$ cat src/rtl/arb_multiplexer_if.sv
// Handshake/bus bundle for arb_multiplexer.
//   req_valid [N]       per-channel request valid      (producer -> arbiter)
//   req_data  [N*WIDTH] packed channel data, channel i at [i*WIDTH +: WIDTH]
//   req_ready [N]       per-channel accept, at most one bit high
//   out_valid           output register holds valid data
//   out_data  [WIDTH]   registered data of the granted channel
//   out_src   [SW]      index of the channel that produced out_data
//   out_ready           downstream accepts out_data this cycle
// Modports: slave = arbiter side, master = producer/consumer side.
interface arb_multiplexer_if #(
  parameter int unsigned WIDTH = 32,
  parameter int unsigned N     = 2,
  parameter int unsigned SW    = $clog2(N)
) ();

  logic [N-1:0]       req_valid;
  logic [N*WIDTH-1:0] req_data;
  logic [N-1:0]       req_ready;
  logic               out_valid;
  logic [WIDTH-1:0]   out_data;
  logic [SW-1:0]      out_src;
  logic               out_ready;

  modport slave (
    input  req_valid,
    input  req_data,
    input  out_ready,
    output req_ready,
    output out_valid,
    output out_data,
    output out_src
  );

  modport master (
    output req_valid,
    output req_data,
    output out_ready,
    input  req_ready,
    input  out_valid,
    input  out_data,
    input  out_src
  );

endinterface

$ cat src/rtl/arb_multiplexer.sv
// N-channel valid/ready multiplexer with round-robin arbitration and a
// registered output stage (one cycle latency, full throughput).
// Ports:
//   clk    rising-edge clock
//   reset  asynchronous, active-high reset
//   bus    arb_multiplexer_if.slave (request channels in, registered beat out)
// Configuration macro:
//   ARB_MULTIPLEXER_FIXED_PRIO_EN  when defined, lowest-index valid channel
//                                  always wins and no rotation pointer exists.
module arb_multiplexer #(
  parameter int unsigned WIDTH = 32,
  parameter int unsigned N     = 2,
  parameter int unsigned SW    = $clog2(N)
) (
  input logic               clk,
  input logic               reset,
  arb_multiplexer_if.slave  bus
);

  logic             load_en;
  logic             transfer;
  logic [N-1:0]     grant;
  logic             grant_any;
  logic [SW-1:0]    grant_idx;
  logic [WIDTH-1:0] sel_data;
  logic [SW-1:0]    rr_ptr;

  logic             out_valid_q, out_valid_d;
  logic [WIDTH-1:0] out_data_q, out_data_d;
  logic [SW-1:0]    out_src_q, out_src_d;

`ifdef ARB_MULTIPLEXER_FIXED_PRIO_EN
  // Fixed priority: search always starts at channel 0.
  assign rr_ptr = '0;
`else
  logic [SW-1:0] rr_ptr_q, rr_ptr_d;

  assign rr_ptr = rr_ptr_q;

  // Pointer moves past the winner only on an actual transfer; wraps at N, not 2^SW.
  always_comb begin
    rr_ptr_d = rr_ptr_q;
    if (transfer) begin
      if (grant_idx == SW'(N - 1)) begin
        rr_ptr_d = '0;
      end else begin
        rr_ptr_d = grant_idx + SW'(1);
      end
    end
  end

  always_ff @(posedge clk or posedge reset) begin
    if (reset) begin
      rr_ptr_q <= '0;
    end else begin
      rr_ptr_q <= rr_ptr_d;
    end
  end
`endif

  // Output register is empty or being drained this cycle.
  assign load_en  = !out_valid_q || bus.out_ready;
  assign transfer = grant_any && load_en;

  // Search upward from rr_ptr, wrapping N-1 -> 0; first valid channel wins.
  always_comb begin
    int unsigned   idx;
    logic [SW-1:0] idx_sw;
    idx       = 0;
    idx_sw    = '0;
    grant     = '0;
    grant_any = 1'b0;
    grant_idx = '0;
    for (int unsigned k = 0; k < N; k++) begin
      idx = 32'(rr_ptr) + k;
      if (idx >= N) begin
        idx = idx - N;
      end
      idx_sw = SW'(idx);
      if (!grant_any && bus.req_valid[idx_sw]) begin
        grant_any = 1'b1;
        grant_idx = idx_sw;
      end
    end
    if (grant_any) begin
      grant[grant_idx] = 1'b1;
    end
  end

  // grant is one-hot, so an AND-OR mux suffices.
  always_comb begin
    sel_data = '0;
    for (int unsigned i = 0; i < N; i++) begin
      if (grant[i]) begin
        sel_data = sel_data | bus.req_data[i*WIDTH +: WIDTH];
      end
    end
  end

  assign bus.req_ready = grant & {N{load_en}};

  always_comb begin
    out_valid_d = out_valid_q;
    out_data_d  = out_data_q;
    out_src_d   = out_src_q;
    if (load_en) begin
      // With no grant the beat is drained but data/src keep their last value.
      out_valid_d = grant_any;
      if (grant_any) begin
        out_data_d = sel_data;
        out_src_d  = grant_idx;
      end
    end
  end

  always_ff @(posedge clk or posedge reset) begin
    if (reset) begin
      out_valid_q <= 1'b0;
      out_data_q  <= '0;
      out_src_q   <= '0;
    end else begin
      out_valid_q <= out_valid_d;
      out_data_q  <= out_data_d;
      out_src_q   <= out_src_d;
    end
  end

  assign bus.out_valid = out_valid_q;
  assign bus.out_data  = out_data_q;
  assign bus.out_src   = out_src_q;

endmodule

$ cat src/flat_wrapper.sv
// flat-port wrapper written by rule: the top's interface ports become plain ports
module arb_multiplexer_flat 
#(
  parameter int unsigned WIDTH = 32,
  parameter int unsigned N     = 2,
  parameter int unsigned SW    = $clog2(N)
)
  (clk, reset, bus_req_valid, bus_req_data, bus_out_ready, bus_req_ready, bus_out_valid, bus_out_data, bus_out_src);
  arb_multiplexer_if #(.WIDTH(WIDTH), .N(N), .SW(SW)) bus_i ();
  input logic clk;
  input logic reset;
  input wire logic [$bits(bus_i.req_valid)-1:0] bus_req_valid;
  input wire logic [$bits(bus_i.req_data)-1:0] bus_req_data;
  input wire logic [$bits(bus_i.out_ready)-1:0] bus_out_ready;
  output wire logic [$bits(bus_i.req_ready)-1:0] bus_req_ready;
  output wire logic [$bits(bus_i.out_valid)-1:0] bus_out_valid;
  output wire logic [$bits(bus_i.out_data)-1:0] bus_out_data;
  output wire logic [$bits(bus_i.out_src)-1:0] bus_out_src;
  assign bus_i.req_valid = bus_req_valid;
  assign bus_i.req_data = bus_req_data;
  assign bus_i.out_ready = bus_out_ready;
  assign bus_req_ready = bus_i.req_ready;
  assign bus_out_valid = bus_i.out_valid;
  assign bus_out_data = bus_i.out_data;
  assign bus_out_src = bus_i.out_src;
  arb_multiplexer #(.WIDTH(WIDTH), .N(N), .SW(SW)) u_core (.clk(clk), .reset(reset), .bus(bus_i));
endmodule
$ cat config.mk
export PLATFORM = sky130hd
export DESIGN_NAME = arb_multiplexer_flat
export DESIGN_NICKNAME = d
export VERILOG_FILES = /design/src/rtl/arb_multiplexer_if.sv /design/src/rtl/arb_multiplexer.sv /design/src/flat_wrapper.sv
export SDC_FILE = /design/constraint.sdc
export NUM_CORES = 1
export LEC_CHECK = 0
export ABC_AREA = 1
export BUFFER_PORTS_ARGS = -buffer_cell sky130_fd_sc_hd__buf_2
export CELL_PAD_IN_SITES_DETAIL_PLACEMENT = 1
export CELL_PAD_IN_SITES_GLOBAL_PLACEMENT = 1
export CORE_UTILIZATION = 31
export DETAILED_ROUTE_END_ITERATION = 7
export HOLD_SLACK_MARGIN = 0.06
export MAX_ROUTING_LAYER = met4
export PLACE_DENSITY = 0.82
export SLEW_MARGIN = 20
export SYNTH_ARGS = -nofsm -noshare
export SYNTH_HDL_FRONTEND = slang
export SYNTH_SLANG_ARGS = --single-unit
$ cat constraint.sdc
create_clock -name clk -period 3.75 [get_ports clk]
set_clock_uncertainty 0.15 [all_clocks]
set_input_delay 0.5625 -clock clk [delete_from_list [all_inputs] [get_ports clk]]
set_output_delay 0.5625 -clock clk [all_outputs]
set_load 0.02 [all_outputs]
* After elaboration in Yosys (flattened, before gate mapping)
Cells that the tools add are included.
** Word-level totals
- Flip-flop bits (word level) :: 35
- Input bits :: 69
- Output and inout bits :: 36
- Word-level logic and storage cells :: 39
** Cells by class
- $add $sub $neg :: 4
- Order comparisons :: 6
- Multiplexer cells :: 16
- Bitwise logic cells :: 2
- Reduce and logical (&&, ||, !) cells :: 7
** Operators with widths (number)
- 32-bit 2-to-1 mux :: 2
- 32-bit OR :: 1
- 1-bit 2-to-1 mux :: 12
- 1-bit by 2-bit < comparator with 1-bit output, second input constant :: 3
- 1-bit logical AND :: 3
- 1-bit by 1-bit adder with 2-bit output, second input constant :: 1
- 2-bit bitwise AND :: 1
- 1-bit by 2-bit greater-or-equal comparator with 1-bit output, second input constant :: 1
- 2-bit greater-or-equal comparator, second input constant :: 1
- 1-bit zero test :: 2
- 2-bit 2-to-1 mux :: 1
- 2-bit AND reduction :: 1
- 1-bit subtractor, second input constant :: 2
- 1-bit adder, second input constant :: 1
- 1-bit demux with 1-bit select :: 1
- 1-bit greater-or-equal comparator, second input constant :: 1
- 1-bit logical OR :: 1

* Logic depth before layout (Yosys ltp)
Gate-level depths: netlist (run 1).
- Depth in word-level cells :: 16
- Gate-level depth with buffers :: 8
- Gate-level depth less buffers :: 7

* Least setup slack after synthesis (run 1)
OpenSTA, ideal clock, no wires.
- Path kind :: input to output
- From :: in bus_req_valid[1]
- To :: out bus_req_ready[0]
- Arrival :: 1.329 ns
- Required time :: 3.037 ns
- Slack :: 1.709 ns
- Stages on the path :: 5
- Buffers on the path :: 2
- Path through :: buf_2 > a21oi_4 > buf_2 > nand2_1 > inv_1
** Between the ends
- Cells in the longest elaborated chain, start to end :: 12
- Elaborated cells on any way between the ends :: 17
- Classes of those cells :: 2 x order compare; 11 x mux; 1 x bitwise; 3 x reduce/logical
** Ends and longest elaborated chain
- start: declaration :: RTL line flat_wrapper.sv:12 : input wire logic [$bits(bus_i.req_valid)-1:0] bus_req_valid;
- 1-bit 2-to-1 mux (not written as such) (2 in series) :: RTL line arb_multiplexer.sv:80 : if (!grant_any && bus.req_valid[idx_sw]) begin
- 1-bit 2-to-1 mux :: RTL line arb_multiplexer.sv:80
- 1-bit zero test :: RTL line arb_multiplexer.sv:80
- 1-bit logical AND :: RTL line arb_multiplexer.sv:80
- 1-bit 2-to-1 mux :: RTL line arb_multiplexer.sv:80
- 1-bit by 2-bit < comparator with 1-bit output (not written as such) / 1-bit greater-or-equal comparator (equally long branches) :: RTL line arb_multiplexer.sv:86 : grant[grant_idx] = 1'b1;
- 1-bit logical AND (not written as such) :: RTL line arb_multiplexer.sv:86
- 1-bit 2-to-1 mux (not written as such) :: RTL line arb_multiplexer.sv:86
- 1-bit demux with 1-bit select
- 2-bit 2-to-1 mux * :: RTL line arb_multiplexer.sv:85 : if (grant_any) begin
- 2-bit bitwise AND * :: RTL line arb_multiplexer.sv:100 : assign bus.req_ready = grant & {N{load_en}};
- end: declaration :: RTL line flat_wrapper.sv:15 : output wire logic [$bits(bus_i.req_ready)-1:0] bus_req_ready;
Every way passes the cells marked *; elsewhere a longest branch is shown, timed or not. The select of a mux whose other input is x is not followed.

* Worst setup path after layout (run 1)
- From :: reg u_core.rr_ptr_q, in the netlist u_core.rr_ptr
- To :: out bus_req_ready[1]
** Between the ends
- Cells in the longest elaborated chain, start to end :: 14
- Elaborated cells on any way between the ends :: 24
- Classes of those cells :: 3 x add/sub; 4 x order compare; 13 x mux; 1 x bitwise; 3 x reduce/logical
** Ends and longest elaborated chain
- start: declaration :: RTL line arb_multiplexer.sv:36 : logic [SW-1:0] rr_ptr_q, rr_ptr_d;
- start signal: assignment :: RTL line arb_multiplexer.sv:56 : rr_ptr_q <= rr_ptr_d;
- 1-bit by 2-bit greater-or-equal comparator with 1-bit output / 1-bit subtractor (equally long branches) :: RTL line arb_multiplexer.sv:76, arb_multiplexer.sv:77
- 1-bit 2-to-1 mux :: RTL line arb_multiplexer.sv:76 : if (idx >= N) begin
- 1-bit 2-to-1 mux (not written as such) (2 in series) :: RTL line arb_multiplexer.sv:80
- 1-bit 2-to-1 mux :: RTL line arb_multiplexer.sv:80
- 1-bit zero test :: RTL line arb_multiplexer.sv:80
- 1-bit logical AND :: RTL line arb_multiplexer.sv:80
- 1-bit 2-to-1 mux :: RTL line arb_multiplexer.sv:80
- 1-bit by 2-bit < comparator with 1-bit output (not written as such) / 1-bit greater-or-equal comparator (equally long branches) :: RTL line arb_multiplexer.sv:86
- 1-bit logical AND (not written as such) :: RTL line arb_multiplexer.sv:86
- 1-bit 2-to-1 mux (not written as such) :: RTL line arb_multiplexer.sv:86
- 1-bit demux with 1-bit select
- 2-bit 2-to-1 mux * :: RTL line arb_multiplexer.sv:85
- 2-bit bitwise AND * :: RTL line arb_multiplexer.sv:100
Marks and branches as above.

==> results of run 1 <==
## through the flow
step	setup slack, ns	instance area (um^2)
final	1.35	2480
after global routing	1.15	2480
after CTS	1.30	2480
after detailed placement	1.16	2380
after global placement	1.29	2380
after floorplan	1.71	1860
## power breakdown
group / switching, W / leakage [nW] / internal (W)
clock: 0.000136 / 0.0515 / 0.000168
combinational: 0.000338 / 1.08 / 0.000163
sequential: 0.0000545 / 0.442 / 0.000473
total: 0.000529 / 1.57 / 0.000804
## cell usage after synthesis (all sizes together)
master  number  area share (%)
a21oi        1            0.88
buf         16             5.5
dfrtp       35              47
inv          9             1.8
nand2      169              35
nand3       33             9.2
nor2         2            0.40
o21bai       1            0.40
## final cells by class
| cell class | count | area [um^2] | area share [%] |
|---|---|---|---|
| Sequential cell | 35 | 876 | 35.3 |
| Multi-Input combinational cell | 206 | 846 | 34.1 |
| Timing Repair Buffer | 106 | 536 | 21.6 |
| Clock buffer | 8 | 100 | 4.03 |
| Tap cell | 72 | 90.1 | 3.63 |
| Inverter | 9 | 33.8 | 1.36 |
## worst max-delay path by stage
| stage | start | to | slack [ns] | cells after the start |
|---|---|---|---|---|
| after floorplan | bus_req_valid[1] | bus_req_ready[0] | 1.71 | 5 |
| after global placement | bus_req_valid[0] | u_core.bus.out_data[4] | 1.29 | 7 |
| after detailed placement | bus_req_valid[1] | u_core.bus.out_data[13] | 1.16 | 7 |
| after CTS | u_core.rr_ptr | bus_req_ready[1] | 1.30 | 5 |
| after global routing | u_core.rr_ptr | bus_req_ready[1] | 1.15 | 5 |
| final | u_core.rr_ptr | bus_req_ready[1] | 1.35 | 5 |
## kinds of logic after synthesis
group	count (synthesis)
compound gates	2
buf+inv	25
flops	35
simple gates	204
## worst register-to-register path, cell delays in order (launching register included)
cell     delay (ns)
dfrtp_1        0.44
inv_2          0.05
nand2_2        0.48
nand3_2        0.17
nand2_4        0.35
inv_2          0.35
nand2_1        0.16
nand2_1        0.06
## metal layers
metal | track usage (%) | share of wire, % | vias up
met5 | - | 0 | -
met4 | 6.00 | 1.0 | 0
met3 | 3.77 | 5.1 | 5
met2 | 33.0 | 50 | 63
met1 | 22.6 | 43 | 942
li1 | - | - | 1004
## flip-flops by register name, summed over array words and instances (netlist names)
signal	flops
u_core.rr_ptr	1
u_core.bus.out_valid	1
u_core.bus.out_data	32
u_core.bus.out_src	1
==> flow_metrics.py, run 1 <==
metrics = {
    "clock_network": {
        "clock-root-buffer": "clkbuf_8",
        "cts_hold_buf": 0,
        "post_cts_buffers": 0,
        "clkLatencyLatePin_ns": 0.28,
        "cts_buffers": 5,
        "cts_buffer_depth": 2,
        "htreeDepth": 2,
        "path_clk_slew_ns": 0.07,
        "cts.sinks": 35,
        "cts_tree": "done",
        "post_cts_resized": 0,
    },
    "yosys": {
        "avgSynthCellArea_um2": 6.99,
        "netlist_instances": 266,
        "synth_nets": 335,
        "synth_top_family_by_area": "simple AND/OR/NAND/NOR gates",
        "ys_ff_latch": 35,
        "syn-cell-area_um2": 1860,
        "synth_simple_gate_area_share_pct": 44.2,
        "synth_xor_area_share_pct": 0,
        "yosysUniqueCellTypes": 15,
        "yosys_warnings": 0,
        "muxShareOfSynthArea_pct": 0,
        "ys_seq_area_share_pct": 47.1,
        "synth_compound_area_share_pct": 1.28,
        "synthAdderAreaFrac_pct": 0,
    },
    "grt": {
        "grt_max_degree": 36,
        "grt_overflow": 0,
        "antenna_found_initial": 0,
        "grt_pass1_vias": 2042,
        "grt_use_total_pct": 19.2,
        "grt_pass1_wl_um": 9230,
    },
    "timing": {
        "rsz0062_at_grt": "no",
        "setup_violations": 0,
        "hold_viol": 0,
        "final_max_slew_viol_count": 0,
        "final.min_clock_period_ns": 2.40,
        "fin_crit_sh_pct": 64.1,
        "holdWs_ns": 0.229,
        "fmax_ghz": 0.416,
        "slew_headroom_pct": 53.9,
        "tightest_slew_ns": 0.691,
        "finalSetupTns_ns": 0,
    },
    "detailed_routing": {
        "drc": 0,
        "drt-initial-drc-count": 71,
        "firstDrtPassIters": 4,
        "routed_wl_um": 5620,
        "routed_via_density": 4.62,
        "vias": 2014,
        "postRouteAntennaNets": 0,
        "wire_per_inst_um": 12.9,
    },
    "worst_setup_path": {
        "max_stage_delay_ns": 0.48,
        "r2r_end": "u_core.bus.out_data[13]",
        "endpoint_kind": "output pin",
        "timing.rr.start": "u_core.rr_ptr",
        "cp_max_fo": 34,
        "reg2reg_slack_ns": 1.44,
        "crit_slowest_cell": "nand2_2",
        "required_ns": 3.04,
        "critPathKind": "flip-flop to output pin",
        "worst_setup_path_start_kind": "flip-flop",
        "path_buf_inv": 2,
        "r2r_cells": 7,
        "crit_arrival_ns": 1.69,
        "path_delay_family": "simple AND/OR/NAND/NOR gates",
        "crit_chain": "inv_2, nand2_2, nand2_1, nor2_1, buf_2",
    },
    "min_path": {
        "hold_path_class": "primary input to asynchronous set/reset pin",
    },
    "run": {
        "timing.max_cap.violations": 0,
    },
    "floorplan": {
        "die_area_um2": 6310,
        "fp.dieH_um": 79.4,
        "rows": 27,
        "core_area_um2": 5640,
        "die_x_um": 79.4,
        "io_pins": 105,
        "initial_utilization_pct": 32.9,
    },
    "cells_and_area": {
        "synthToLayoutAreaGrowth_pct": 33.5,
        "fin_cells": 436,
        "final_util_pct": 44.0,
        "final_nets": 432,
        "diodes": 0,
        "final_common_cell": "nand2_1",
        "final_layout_size_suffix_gt1_share_pct": 32.7,
        "fillCellCount": 768,
        "most-common-layout-cells": "167 x nand2_1, 104 x buf_2, 35 x dfrtp_1",
    },
    "power": {
        "power_w": 0.00133,
        "ir_worst_vdd_mv": 0.212,
        "powerDensity_nw_per_um2": 537,
        "leakage_nw": 1.57,
    },
    "placed_design": {
        "dp.cells": 428,
        "finalWeightedCongestion": 0.712,
        "place.detailed.hpwl_um": 3970,
        "portBuffers": 104,
    },
    "status": {
        "outcome": "finished, final reports clean",
    },
}
Note: power is estimated with default switching activity, not from simulation.
==> inputs of run 2 (changes only) <==
CORE_UTILIZATION = 29   (was 31)
PLACE_DENSITY = 0.77   (was 0.82)
clock period = 2.4 ns   (was 3.75 ns; I/O delays follow)
==> flow_metrics.py, run 2 (synthesis results as in run 1) <==
metrics = {
    "cells_and_area": {
        "final_util_pct": 41.5,
        "diodes": 0,
        "most-common-layout-cells": "167 x nand2_1, 104 x buf_2, 35 x dfrtp_1",
        "synthToLayoutAreaGrowth_pct": 35.3,
        "largest_register_ffs": 32,
        "final_common_cell": "nand2_1",
        "fin_cells": 445,
        "final_nets": 438,
        "final_layout_size_suffix_gt1_share_pct": 33.2,
    },
    "run": {
        "timing.max_cap.violations": 0,
    },
    "power": {
        "power_w": 0.00204,
        "leakage_nw": 1.59,
        "powerDensity_nw_per_um2": 810,
        "ir_worst_vdd_mv": 0.270,
    },
    "timing": {
        "fin_crit_sh_pct": 81.8,
        "setup_violations": 0,
        "rsz0062_at_grt": "no",
        "tightest_slew_ns": 0.699,
        "slew_headroom_pct": 53.4,
        "final.min_clock_period_ns": 1.96,
        "hold_viol": 0,
        "finalSetupTns_ns": 0,
        "setup_ws_ns": 0.438,
        "fmax_ghz": 0.510,
        "final_max_slew_viol_count": 0,
    },
    "worst_setup_path": {
        "critPathKind": "flip-flop to output pin",
        "critPathLaunch": "u_core.rr_ptr",
        "timing.rr.start": "u_core.rr_ptr",
        "endpoint_kind": "output pin",
        "cp_max_fo": 18,
        "worst_setup_path_start_kind": "flip-flop",
        "crit_arrival_ns": 1.45,
        "required_ns": 1.89,
    },
    "grt": {
        "grt_pass1_wl_um": 9090,
        "grt_max_degree": 33,
        "grt_overflow": 0,
        "grt_pass1_vias": 2003,
        "antenna_found_initial": 0,
        "grt_use_total_pct": 18.8,
    },
    "floorplan": {
        "rows": 28,
        "fp.dieH_um": 82.0,
        "die_x_um": 82.0,
        "die_area_um2": 6730,
        "io_pins": 105,
        "core_area_um2": 6060,
        "initial_utilization_pct": 30.7,
    },
    "clock_network": {
        "clock-root-buffer": "clkbuf_8",
        "cts_buffers": 5,
        "path_clk_slew_ns": 0.07,
        "cts_tree": "done",
        "cts.sinks": 35,
        "htreeDepth": 2,
        "clkLatencyLatePin_ns": 0.28,
        "post_cts_buffers": 0,
        "cts_buffer_depth": 2,
    },
    "placed_design": {
        "portBuffers": 104,
        "dp.cells": 436,
        "place.detailed.hpwl_um": 4390,
        "finalWeightedCongestion": 0.747,
        "preCtsSetupSlack_ns": 0.552,
    },
    "status": {
        "outcome": "finished, final reports clean",
    },
    "detailed_routing": {
        "routed_wl_um": 5800,
        "wire_per_inst_um": 13.0,
        "drt-initial-drc-count": 73,
        "routed_via_density": 4.55,
        "drc": 0,
        "vias": 2023,
        "firstDrtPassIters": 4,
        "postRouteAntennaNets": 0,
    },
    "min_path": {
        "hold_path_class": "primary input to flip-flop",
        "hp-start": "bus_req_data[1]",
    },
}
[run 2: final timing paths]
check / end / slack, ns / cells after the start
min in group asynchronous: u_core.bus.out_data[10] / 0.58 / 3
max: bus_req_ready[1] / 0.44 / 5
min reg2reg: u_core.bus.out_data[21] / 0.32 / 2
min: u_core.bus.out_data[1] / 0.21 / 5
max reg2reg: u_core.bus.out_data[11] / 0.59 / 7
max in group asynchronous: u_core.bus.out_data[18] / 0.84 / 4
[run 2: timing repair]
action	CTS	global route
gates resized for setup	0	0
endpoints found under the hold margin	16	0
endpoints found under the setup margin	0	0
hold buffers	1	0
[run 2: stage by stage]
stage	hold WS (ns)	instance area [um^2]
3_5_place_dp	0.311	2420
6_report	0.211	2510
5_1_grt	0.217	2510
3_3_place_gp	0.306	2420
2_1_floorplan	0.364	1860
4_1_cts	0.210	2510
[run 2: where the power goes]
group          internal [W]  switching [W]
Sequential         0.000740      0.0000865
Combinational      0.000267       0.000534
Clock              0.000204       0.000206
Total               0.00121       0.000826
[run 2: worst max-delay path, cell delays in order (launching register included)]
cell and delay [ns]:
dfrtp_1 0.45, inv_2 0.05, nand2_2 0.26, nand2_1 0.13
nor2_1 0.10, buf_2 0.17
[run 2: cell type report]
type / instances / area [um^2]
Multi-Input combinational cell: 206 / 846
Sequential cell: 35 / 876
Timing Repair Buffer: 112 / 583
Fill cell: 828 / 3550
Clock buffer: 7 / 76.3
Clock inverter: 1 / 5.00
Inverter: 9 / 33.8
Tap cell: 75 / 93.8
[run 2: per-layer routing]
layer	GRT usage [%]	routed length, um	vias to the layer above
li1	-	-	1019
met1	21.3	2530	930
met2	32.1	2810	66
met3	4.78	370	8
met4	6.32	87	0
met5	-	0	-
==> inputs of run 3 (changes only) <==
CORE_UTILIZATION = 26   (was 29)
PLACE_DENSITY = 0.73   (was 0.77)
clock period = 1.7 ns   (was 2.4 ns; I/O delays follow)
==> flow_metrics.py, run 3 (synthesis results as in run 1) <==
metrics = {
    "grt": {
        "grt_max_degree": 36,
        "grt_overflow": 0,
        "grt_pass1_wl_um": 9760,
        "antenna_found_initial": 0,
        "grt_pass1_vias": 2153,
        "grt_use_total_pct": 17.1,
    },
    "floorplan": {
        "fp.dieH_um": 86.5,
        "initial_utilization_pct": 27.2,
        "die_x_um": 86.5,
        "core_area_um2": 6830,
        "io_pins": 105,
        "rows": 30,
        "die_area_um2": 7490,
    },
    "worst_setup_path": {
        "crit_arrival_ns": 1.19,
        "endpoint_kind": "output pin",
        "path_buf_inv": 2,
        "timing.rr.start": "u_core.rr_ptr",
        "cp_max_fo": 4,
        "worst_setup_path_start_kind": "flip-flop",
        "r2r_cells": 7,
        "required_ns": 1.29,
        "crit_slowest_cell": "dfrtp_2",
        "crit_chain": "a21oi_4, nand2_2, inv_1, buf_2",
        "max_stage_delay_ns": 0.45,
        "r2r_end": "u_core.bus.out_data[28]",
        "path_delay_family": "flip-flops",
        "critPathKind": "flip-flop to output pin",
        "crit_cells": 4,
        "reg2reg_slack_ns": 0.33,
    },
    "placed_design": {
        "dp.cells": 459,
        "preCtsSetupSlack_ns": 0.110,
        "finalWeightedCongestion": 0.721,
        "portBuffers": 104,
        "place.detailed.hpwl_um": 4340,
    },
    "power": {
        "power_w": 0.00309,
        "switching_share_pct": 38.2,
        "intPower_w": 0.00191,
        "ir_worst_vdd_mv": 0.353,
        "power_frac_seq_pct": 37.6,
        "powerDensity_nw_per_um2": 1190,
        "clockPowerShare_pct": 25.0,
        "switching_power_w": 0.00118,
        "leakage_nw": 1.61,
        "comb_power_share_pct": 37.4,
    },
    "clock_network": {
        "path_clk_slew_ns": 0.07,
        "clock-root-buffer": "clkbuf_8",
        "clkLatencyLatePin_ns": 0.28,
        "cts_buffer_depth": 2,
        "cts_tree": "done",
        "cts_buffers": 5,
        "cts.sinks": 35,
        "htreeDepth": 2,
    },
    "cells_and_area": {
        "final_util_pct": 38.1,
        "fillCellCount": 926,
        "final_nets": 440,
        "largest_register_ffs": 32,
        "most-common-layout-cells": "166 x nand2_1, 104 x buf_2, 34 x dfrtp_1",
        "final_common_cell": "nand2_1",
        "diodes": 0,
        "synthToLayoutAreaGrowth_pct": 39.9,
        "fin_cells": 468,
        "final_layout_size_suffix_gt1_share_pct": 35.2,
    },
    "detailed_routing": {
        "routed_wl_um": 5770,
        "drc": 0,
        "firstDrtPassIters": 4,
        "postRouteAntennaNets": 0,
        "vias": 2047,
        "routed_via_density": 4.37,
        "wire_per_inst_um": 12.3,
        "drt-initial-drc-count": 28,
    },
    "timing": {
        "tightest_slew_ns": 0.463,
        "fin_crit_sh_pct": 94.1,
        "fmax_ghz": 0.625,
        "slew_headroom_pct": 69.1,
        "final.min_clock_period_ns": 1.60,
        "final_max_slew_viol_count": 0,
        "setup_ws_ns": 0.101,
        "setup_violations": 0,
        "rsz0062_at_grt": "no",
        "hold_viol": 0,
        "finalSetupTns_ns": 0,
    },
    "run": {
        "timing.max_cap.violations": 0,
    },
    "min_path": {
        "hold_path_class": "primary input to flip-flop",
        "min_to": "u_core.bus.out_data[14]",
        "hp-start": "bus_req_data[14]",
        "holdPathStages": 5,
    },
    "status": {
        "outcome": "finished, final reports clean",
    },
}
==> run 3: changes by cell type in the layout (fill, tap and decap cells not counted), sizes merged <==
cell	change
buf	+2
bufinv	+1
clkbuf	-1
==> run 3: final cells by class <==
type | instances | area, um^2 | area share [%]
Clock buffer | 6 | 82.6 | 3.18
Clock inverter | 2 | 35.0 | 1.35
Inverter | 9 | 36.3 | 1.40
Multi-Input combinational cell | 206 | 851 | 32.7
Sequential cell | 35 | 877 | 33.7
Tap cell | 96 | 120 | 4.62
Timing Repair Buffer | 114 | 598 | 23.0
==> run 3: stage by stage <==
| step | hold WS [ns] | area [um^2] |
|---|---|---|
| floorplan | 0.259 | 1860 |
| global placement | 0.232 | 2460 |
| detailed placement | 0.245 | 2460 |
| CTS | 0.102 | 2590 |
| global route | 0.116 | 2600 |
| finish | 0.108 | 2600 |
==> run 3: worst min-delay path, cell delays in order <==
cell     delay, ns
buf_2         0.08
nand2_1       0.04
nand2_1       0.05
nand2_1       0.05
nand2_1       0.04
==> run 3: worst max path at each step <==
stage	startpoint	to	slack, ns
after CTS	u_core.bus.out_valid	bus_req_ready[0]	0.02
after global routing	u_core.rr_ptr	bus_req_ready[0]	0.02
after detailed placement	u_core.rr_ptr	u_core.bus.out_data[31]	0.11
after global placement	u_core.rr_ptr	u_core.bus.out_data[30]	0.20
after floorplan	bus_req_valid[1]	bus_req_ready[0]	0.27
final	u_core.rr_ptr	bus_req_ready[0]	0.10
==> run 3: layer usage <==
layer  vias up  part of all wire [%]  GRT usage, %
li1       1019                     -             -
met5         -                     0             -
met3         4                   5.1          2.67
met1       968                    43          18.6
met4         0                  0.97          6.06
met2        56                    51          31.7
==> run 3: timing repair <==
action                                  4_1_cts  5_1_grt
endpoints found under the setup margin        1       21
hold buffers                                  1        0
gates resized for setup                       1        5
buffers inserted                              0        0
hold endpoints to repair                     35        0
==> run 3: power by group through the flow <==
stage | logic, W | clock network (W) | registers (W)
3_5_place_dp | 0.00117 | 0 | 0.00117
4_1_cts | 0.00118 | 0.000807 | 0.00116
6_report | 0.00116 | 0.000772 | 0.00116
2_1_floorplan | 0.000488 | 0 | 0.00143
3_3_place_gp | 0.00114 | 0 | 0.00117
5_1_grt | 0.00129 | 0.000841 | 0.00119
